### config.mk
export PLATFORM = sky130hd
export DESIGN_NAME = bvurem_ugt_inv_solver
export DESIGN_NICKNAME = d
export VERILOG_FILES = /design/src/rtl/bvinv_pkg.sv /design/src/rtl/bvinv_serial_urem.sv /design/src/rtl/bvurem_ugt_inv_solver.sv
export SDC_FILE = /design/constraint.sdc
export NUM_CORES = 1
export LEC_CHECK = 0
export CAP_MARGIN = 15
export CORE_MARGIN = 2
export CORE_UTILIZATION = 60
export CTS_BUF_LIST = sky130_fd_sc_hd__clkbuf_4 sky130_fd_sc_hd__clkbuf_8
export DETAILED_ROUTE_END_ITERATION = 6
export PLACE_DENSITY = 0.9
export SLEW_MARGIN = 30
export SYNTH_ARGS = -nofsm -noshare
export SYNTH_HDL_FRONTEND = slang
export SYNTH_SLANG_ARGS = --single-unit
export TNS_END_PERCENT = 20
### constraint.sdc
create_clock -name clk -period 2.7 [get_ports clk]
set_input_delay 0.81 -clock clk [delete_from_list [all_inputs] [get_ports clk]]
set_output_delay 0.81 -clock clk [all_outputs]
set_load 0.01 [all_outputs]
### src/rtl/bvinv_pkg.sv
// bvinv_pkg: shared FSM states, mode encodings and closed-form invertibility checks
package bvinv_pkg;
  typedef enum logic [2:0] {IDLE, LOAD, DIV, CHECK, RESP} state_e;
  localparam logic MODE_XUREMS = 1'b0;
  localparam logic MODE_SUREMX = 1'b1;
  // (x urem s) >u t has a witness iff t is below the largest reachable remainder.
  // That remainder is s-1, or all-ones when s=0. Both equal ~(-s) = s-1 truncated to w bits.
  function automatic logic xurems_invertible(logic [15:0] s, logic [15:0] t, int w);
    logic [15:0] m;
    m = 16'((32'd1 << w) - 32'd1);
    return t < ((s - 16'd1) & m);
  endfunction
  // (s urem x) >u t has a witness iff t <u s, and then x=0 is one because s urem 0 = s
  function automatic logic surems_invertible(logic [15:0] s, logic [15:0] t);
    return t < s;
  endfunction
endpackage

### src/rtl/bvinv_serial_urem.sv
// bvinv_serial_urem: restoring serial unsigned remainder, one quotient bit per cycle
//   start    : load dividend/divisor (one-cycle pulse)
//   done     : the final step completes on this rising edge; rem is valid afterwards
//   rem      : remainder, equal to the dividend when the divisor is 0
module bvinv_serial_urem #(parameter int W = 4) (
  input  logic         clk,
  input  logic         rst,
  input  logic         start,
  input  logic [W-1:0] dividend,
  input  logic [W-1:0] divisor,
  output logic         done,
  output logic [W-1:0] rem
);
  localparam int CW = $clog2(W + 1);
  logic [W-1:0] q, d;
  logic [CW-1:0] cnt;
  logic [W:0] rs;
  logic ge;
  // A zero divisor always passes the compare and subtracts nothing, so the dividend
  // bits shift straight into rem and give the required a urem 0 = a.
  always_comb begin
    rs = {rem, q[W-1]};
    ge = rs >= {1'b0, d};
  end
  assign done = cnt == CW'(1);
  always_ff @(posedge clk or posedge rst)
    if (rst) begin
      rem <= '0;
      q   <= '0;
      d   <= '0;
      cnt <= '0;
    end else if (start) begin
      rem <= '0;
      q   <= dividend;
      d   <= divisor;
      cnt <= CW'(W);
    end else if (cnt != '0) begin
      rem <= ge ? rs[W-1:0] - d : rs[W-1:0];
      q   <= {q[W-2:0], ge};
      cnt <= cnt - CW'(1);
    end
endmodule

### src/rtl/bvurem_ugt_inv_solver.sv
// bvurem_ugt_inv_solver: finds the smallest x with (x urem s) >u t or (s urem x) >u t
//   req_valid/req_ready : request handshake, req_mode selects the constraint, req_s/req_t operands
//   rsp_valid/rsp_ready : response handshake, rsp_sat witness found, rsp_x witness (0 if unsat)
//   busy                : high whenever the FSM is out of IDLE
//   BVINV_FASTPATH_EN   : when defined, closed-form cases answer one cycle after acceptance
module bvurem_ugt_inv_solver #(parameter int W = 4) (
  input  logic         clk,
  input  logic         rst,
  input  logic         req_valid,
  output logic         req_ready,
  input  logic         req_mode,
  input  logic [W-1:0] req_s,
  input  logic [W-1:0] req_t,
  output logic         rsp_valid,
  input  logic         rsp_ready,
  output logic         rsp_sat,
  output logic [W-1:0] rsp_x,
  output logic         busy
);
  import bvinv_pkg::*;
  state_e state;
  logic mode, fast, fast_sat, done;
  logic [W-1:0] s, t, x, rem;
  bvinv_serial_urem #(.W(W)) u_div (
    .clk      (clk),
    .rst      (rst),
    .start    (state == LOAD),
    .dividend (mode == MODE_SUREMX ? s : x),
    .divisor  (mode == MODE_SUREMX ? x : s),
    .done     (done),
    .rem      (rem)
  );
  always_ff @(posedge clk or posedge rst)
    if (rst) begin
      state     <= IDLE;
      mode      <= MODE_XUREMS;
      s         <= '0;
      t         <= '0;
      x         <= '0;
      fast      <= 1'b0;
      fast_sat  <= 1'b0;
      req_ready <= 1'b1;
      busy      <= 1'b0;
      rsp_valid <= 1'b0;
      rsp_sat   <= 1'b0;
      rsp_x     <= '0;
    end else
      case (state)
        IDLE:
          if (req_valid) begin
            mode      <= req_mode;
            s         <= req_s;
            t         <= req_t;
            x         <= '0;
            req_ready <= 1'b0;
            busy      <= 1'b1;
            state     <= LOAD;
`ifdef BVINV_FASTPATH_EN
            fast      <= req_mode == MODE_SUREMX || !xurems_invertible(16'(req_s), 16'(req_t), W);
            fast_sat  <= req_mode == MODE_SUREMX && surems_invertible(16'(req_s), 16'(req_t));
`else
            fast      <= 1'b0;
            fast_sat  <= 1'b0;
`endif
          end
        LOAD:
          if (fast) begin
            state     <= RESP;
            rsp_valid <= 1'b1;
            rsp_sat   <= fast_sat;
            rsp_x     <= '0;
          end else
            state <= DIV;
        DIV:
          if (done) state <= CHECK;
        CHECK:
          if (rem > t) begin
            state     <= RESP;
            rsp_valid <= 1'b1;
            rsp_sat   <= 1'b1;
            rsp_x     <= x;
          end else if (&x) begin
            state     <= RESP;
            rsp_valid <= 1'b1;
            rsp_sat   <= 1'b0;
            rsp_x     <= '0;
          end else begin
            x     <= x + W'(1);
            state <= LOAD;
          end
        RESP:
          if (rsp_ready) begin
            state     <= IDLE;
            rsp_valid <= 1'b0;
            rsp_sat   <= 1'b0;
            rsp_x     <= '0;
            req_ready <= 1'b1;
            busy      <= 1'b0;
          end
        default: state <= IDLE;
      endcase
endmodule
==> impl_metrics.prom <==
# TYPE chip_impl_metric gauge
chip_impl_metric{name="first_global_vias",unit=""} 1651
chip_impl_metric{name="htreeDepth",unit=""} 2
chip_impl_metric{name="setup_violations",unit=""} 0
chip_impl_info{name="hold_class",value="reg2reg"} 1
chip_impl_metric{name="cts_hold_buffers",unit=""} 0
chip_impl_info{name="timing_worst_setup_path_type",value="reg2out"} 1
chip_impl_info{name="worst_setup_path_start_kind",value="flop"} 1
chip_impl_metric{name="cap_violations",unit=""} 0
chip_impl_info{name="synth_common_cells",value="sky130_fd_sc_hd__nand2_1 (47), sky130_fd_sc_hd__dfrtp_1 (38), sky130_fd_sc_hd__o21ai_0 (16)"} 1
chip_impl_metric{name="post_cts_resize_count",unit=""} 0
chip_impl_metric{name="post_synth.cell_area_avg",unit="um^2"} 9.22
chip_impl_metric{name="tightest_slew",unit="ns"} 0.653
chip_impl_metric{name="groute.usage.overall",unit=""} 0.248
chip_impl_metric{name="hold_slack",unit="ns"} 0.497
chip_impl_info{name="synth_most_common_cell",value="sky130_fd_sc_hd__nand2_1"} 1
chip_impl_info{name="status",value="completed"} 1
chip_impl_metric{name="detailroute.via_count",unit=""} 1671
chip_impl_info{name="largest_area_contributor_in_the_synthesized_netlist",value="sky130_fd_sc_hd__dfrtp_1"} 1
chip_impl_metric{name="rows",unit=""} 21
chip_impl_info{name="yosys-top-cells-area",value="sky130_fd_sc_hd__dfrtp_1 (45%), sky130_fd_sc_hd__nand2_1 (8.4%), sky130_fd_sc_hd__ha_1 (7.2%), sky130_fd_sc_hd__o21ai_0 (3.8%), sky130_fd_sc_hd__mux2i_1 (2.9%)"} 1
chip_impl_metric{name="ys_seq_area_frac",unit=""} 0.467
chip_impl_metric{name="number_of_enable_flip_flop_cells_after_synthesis",unit=""} 0
chip_impl_metric{name="cts.sink_count",unit=""} 39
chip_impl_metric{name="cp_data_required_time",unit="ns"} 1.89
chip_impl_metric{name="critical_path_arrival",unit="ns"} 1.45
chip_impl_metric{name="final-hold-violation-count",unit=""} 0
chip_impl_metric{name="synthesis.instances",unit=""} 227
chip_impl_metric{name="ioPinCount",unit=""} 21
chip_impl_metric{name="drt_iter0_drc",unit=""} 55
chip_impl_metric{name="synthesis.area",unit="um^2"} 2090
chip_impl_metric{name="syn_nets",unit=""} 253
chip_impl_metric{name="clock-skew-final",unit="ns"} 0.00920
chip_impl_metric{name="distinct_cells_synth",unit=""} 45
chip_impl_metric{name="first_pass_grt_wire_length",unit="um"} 7530
chip_impl_metric{name="number_of_input_and_output_port_buffers_inserted",unit=""} 20
chip_impl_metric{name="largest_net_degree_at_the_start_of_global_routing",unit=""} 40
chip_impl_metric{name="placement.setup.worst_slack",unit="ns"} 0.465
chip_impl_metric{name="area_delta_synth_final",unit="%"} 15.9
chip_impl_metric{name="final-max-slew-violation-count",unit=""} 0
chip_impl_info{name="critical_path.endpoint_type",value="output port"} 1
chip_impl_metric{name="dp_hpwl",unit="um"} 3070
chip_impl_metric{name="setup_tns",unit="ns"} 0
chip_impl_metric{name="worst-path-buf-inv",unit=""} 1
chip_impl_metric{name="post-route-period-util",unit=""} 0.836
chip_impl_metric{name="cts-buffers-inserted",unit=""} 5
chip_impl_metric{name="route.detailed.drc",unit=""} 0
chip_impl_metric{name="vias_per_cell",unit=""} 5.70
chip_impl_metric{name="wirelength",unit="um"} 4360
chip_impl_metric{name="flip_flop_and_latch_count_after_synthesis",unit=""} 39
chip_impl_metric{name="routedWlPerCell",unit="um"} 14.9
chip_impl_metric{name="slowest_delay",unit="ns"} 0.55
chip_impl_metric{name="total_leakage_power",unit="nW"} 1.12
chip_impl_info{name="synthFlopType",value="sky130_fd_sc_hd__dfrtp_1"} 1
chip_impl_info{name="cts_root_buffer",value="sky130_fd_sc_hd__clkbuf_4"} 1
chip_impl_metric{name="nets",unit=""} 272
chip_impl_metric{name="setup_ws",unit="ns"} 0.443
chip_impl_metric{name="synth_top_area_frac",unit=""} 0.455
chip_impl_metric{name="core_area",unit="um^2"} 3340
chip_impl_metric{name="worst_setup_hold_path_clk_slew",unit="ns"} 0.12
chip_impl_metric{name="async_flop_share",unit=""} 1.00
chip_impl_metric{name="cts_post_setup_buffers_inserted",unit=""} 0
chip_impl_metric{name="detail-route-antenna-nets",unit=""} 0
chip_impl_metric{name="max_slew_margin",unit=""} 0.564
chip_impl_info{name="cpMaxStageDelayCell",value="sky130_fd_sc_hd__dfstp_2"} 1
chip_impl_metric{name="drt_pass1_iterations",unit=""} 4
chip_impl_metric{name="final_core_utilization",unit=""} 0.727
chip_impl_metric{name="p_per_area",unit="nW/um^2"} 1260
chip_impl_metric{name="min_period",unit="ns"} 2.26
chip_impl_metric{name="peak_supply_drop",unit="uV"} 917
chip_impl_info{name="critPathTopFamily",value="flip-flops"} 1
chip_impl_metric{name="total_overflow_reported_by_the_global_router",unit=""} 0
chip_impl_metric{name="insertedDiodeCount",unit=""} 0
chip_impl_metric{name="chipWidth",unit="um"} 63.1
chip_impl_info{name="grt_setup_unrepaired",value="no"} 1
chip_impl_metric{name="clock_insertion_delay_worst_skew",unit="ns"} 0.36
chip_impl_metric{name="initial_utilization",unit=""} 0.627
chip_impl_metric{name="timing.critical_path.fanout_max",unit=""} 2
chip_impl_metric{name="fmax",unit="GHz"} 0.443
chip_impl_metric{name="globalplace.congestion",unit=""} 0.825
chip_impl_metric{name="die_h",unit="um"} 63.1
chip_impl_metric{name="cts-root-to-sink-buffers",unit=""} 2
chip_impl_info{name="critical_path.cell_chain",value="clkdlybuf4s50_1"} 1
chip_impl_info{name="tritoncts",value="yes"} 1
chip_impl_metric{name="grt_antenna_before_repair",unit=""} 0
chip_impl_metric{name="dieArea",unit="um^2"} 3980
chip_impl_metric{name="drive_above_1_share",unit=""} 0.0607
chip_impl_metric{name="ys.warnings.count",unit=""} 0
==> registers in the layout, summed over array words and instances (netlist names), 3 cells and up <==
register / flops
rsp_x: 4
s: 4
state: 3
x: 4
t: 4
u_div.cnt: 3
u_div.q: 4
u_div.d: 4
u_div.rem: 4
==> layout make-up <==
| class | count | area (um^2) |
|---|---|---|
| Tap cell | 46 | 57.6 |
| Clock inverter | 3 | 67.6 |
| Sequential cell | 39 | 977 |
| Timing Repair Buffer | 22 | 215 |
| Clock buffer | 5 | 37.5 |
| Multi-Input combinational cell | 163 | 1010 |
| Inverter | 15 | 56.3 |
| Fill cell | 259 | 912 |
==> per-stage QoR <==
stage	area [um^2]	power, W	cells
2_1_floorplan	2090	0.00217	227
3_3_place_gp	2320	0.00246	285
3_5_place_dp	2320	0.00254	285
4_1_cts	2420	0.00305	293
5_1_grt	2420	0.00332	293
6_report	2420	0.00305	293
==> path summary, 6_finish.rpt <==
check                                          from                     to  slack, ns  cells past startpoint
min in group asynchronous                       rst   rsp_x[2]$_DFFE_PP0P_       0.85                      3
max in group asynchronous                       rst  req_ready$_DFFE_PP1P_       1.49                      3
hold / removal                req_ready$_DFFE_PP1P_  req_ready$_DFFE_PP1P_       0.50                      2
hold reg to reg               req_ready$_DFFE_PP1P_  req_ready$_DFFE_PP1P_       0.50                      2
setup reg to reg           u_div.rem[1]$_DFFE_PP0P_       x[0]$_DFFE_PP0P_       0.66                      6
setup / recovery              req_ready$_DFFE_PP1P_              req_ready       0.44                      1
==> kinds of logic after synthesis <==
kind of cell / after synthesis / share of synthesized area
buf+inv: 25 / 0.0484
mux: 7 / 0.0341
simple gates: 90 / 0.200
compound gates: 50 / 0.157
xor+xnor: 3 / 0.0126
fa+ha+maj: 13 / 0.0813
flops: 39 / 0.467
==> per-layer routing <==
layer,track usage,routed length (um),up-vias
met1,0.295,1890,796
met5,0,0,-
met2,0.419,2150,41
met4,0.103,100,0
met3,0.0732,220,14
li1,-,-,820
==> worst register-to-register path: cells and delay by family (launching register included) <==
family,cells,cell delay [ns]
flip-flops,1,0.45
AND/OR/NAND/NOR,3,0.76
adder cells (fa/ha/maj),1,0.30
AO/OA/AOI/OAI,2,0.49
==> report_power, final <==
group | internal, W | total [W] | switching, W
registers | 0.000845 | 0.00109 | 0.000242
clock network | 0.000288 | 0.000495 | 0.000207
logic | 0.000646 | 0.00147 | 0.000823
==> cell usage in the layout, fill, tap and decap left out, drive strengths merged, types with 3 or more instances in the layout <==
cell type       n
nand2          47
dfrtp          38
clkdlybuf4s50  20
o21ai          16
inv            15
nor2           13
ha             12
a21oi           8
nand3           8
nor2b           7
mux2i           6
clkbuf          5
a211oi          4
a31oi           4
a22o            3
and2            3
Note: power is estimated with default switching activity, not from simulation.
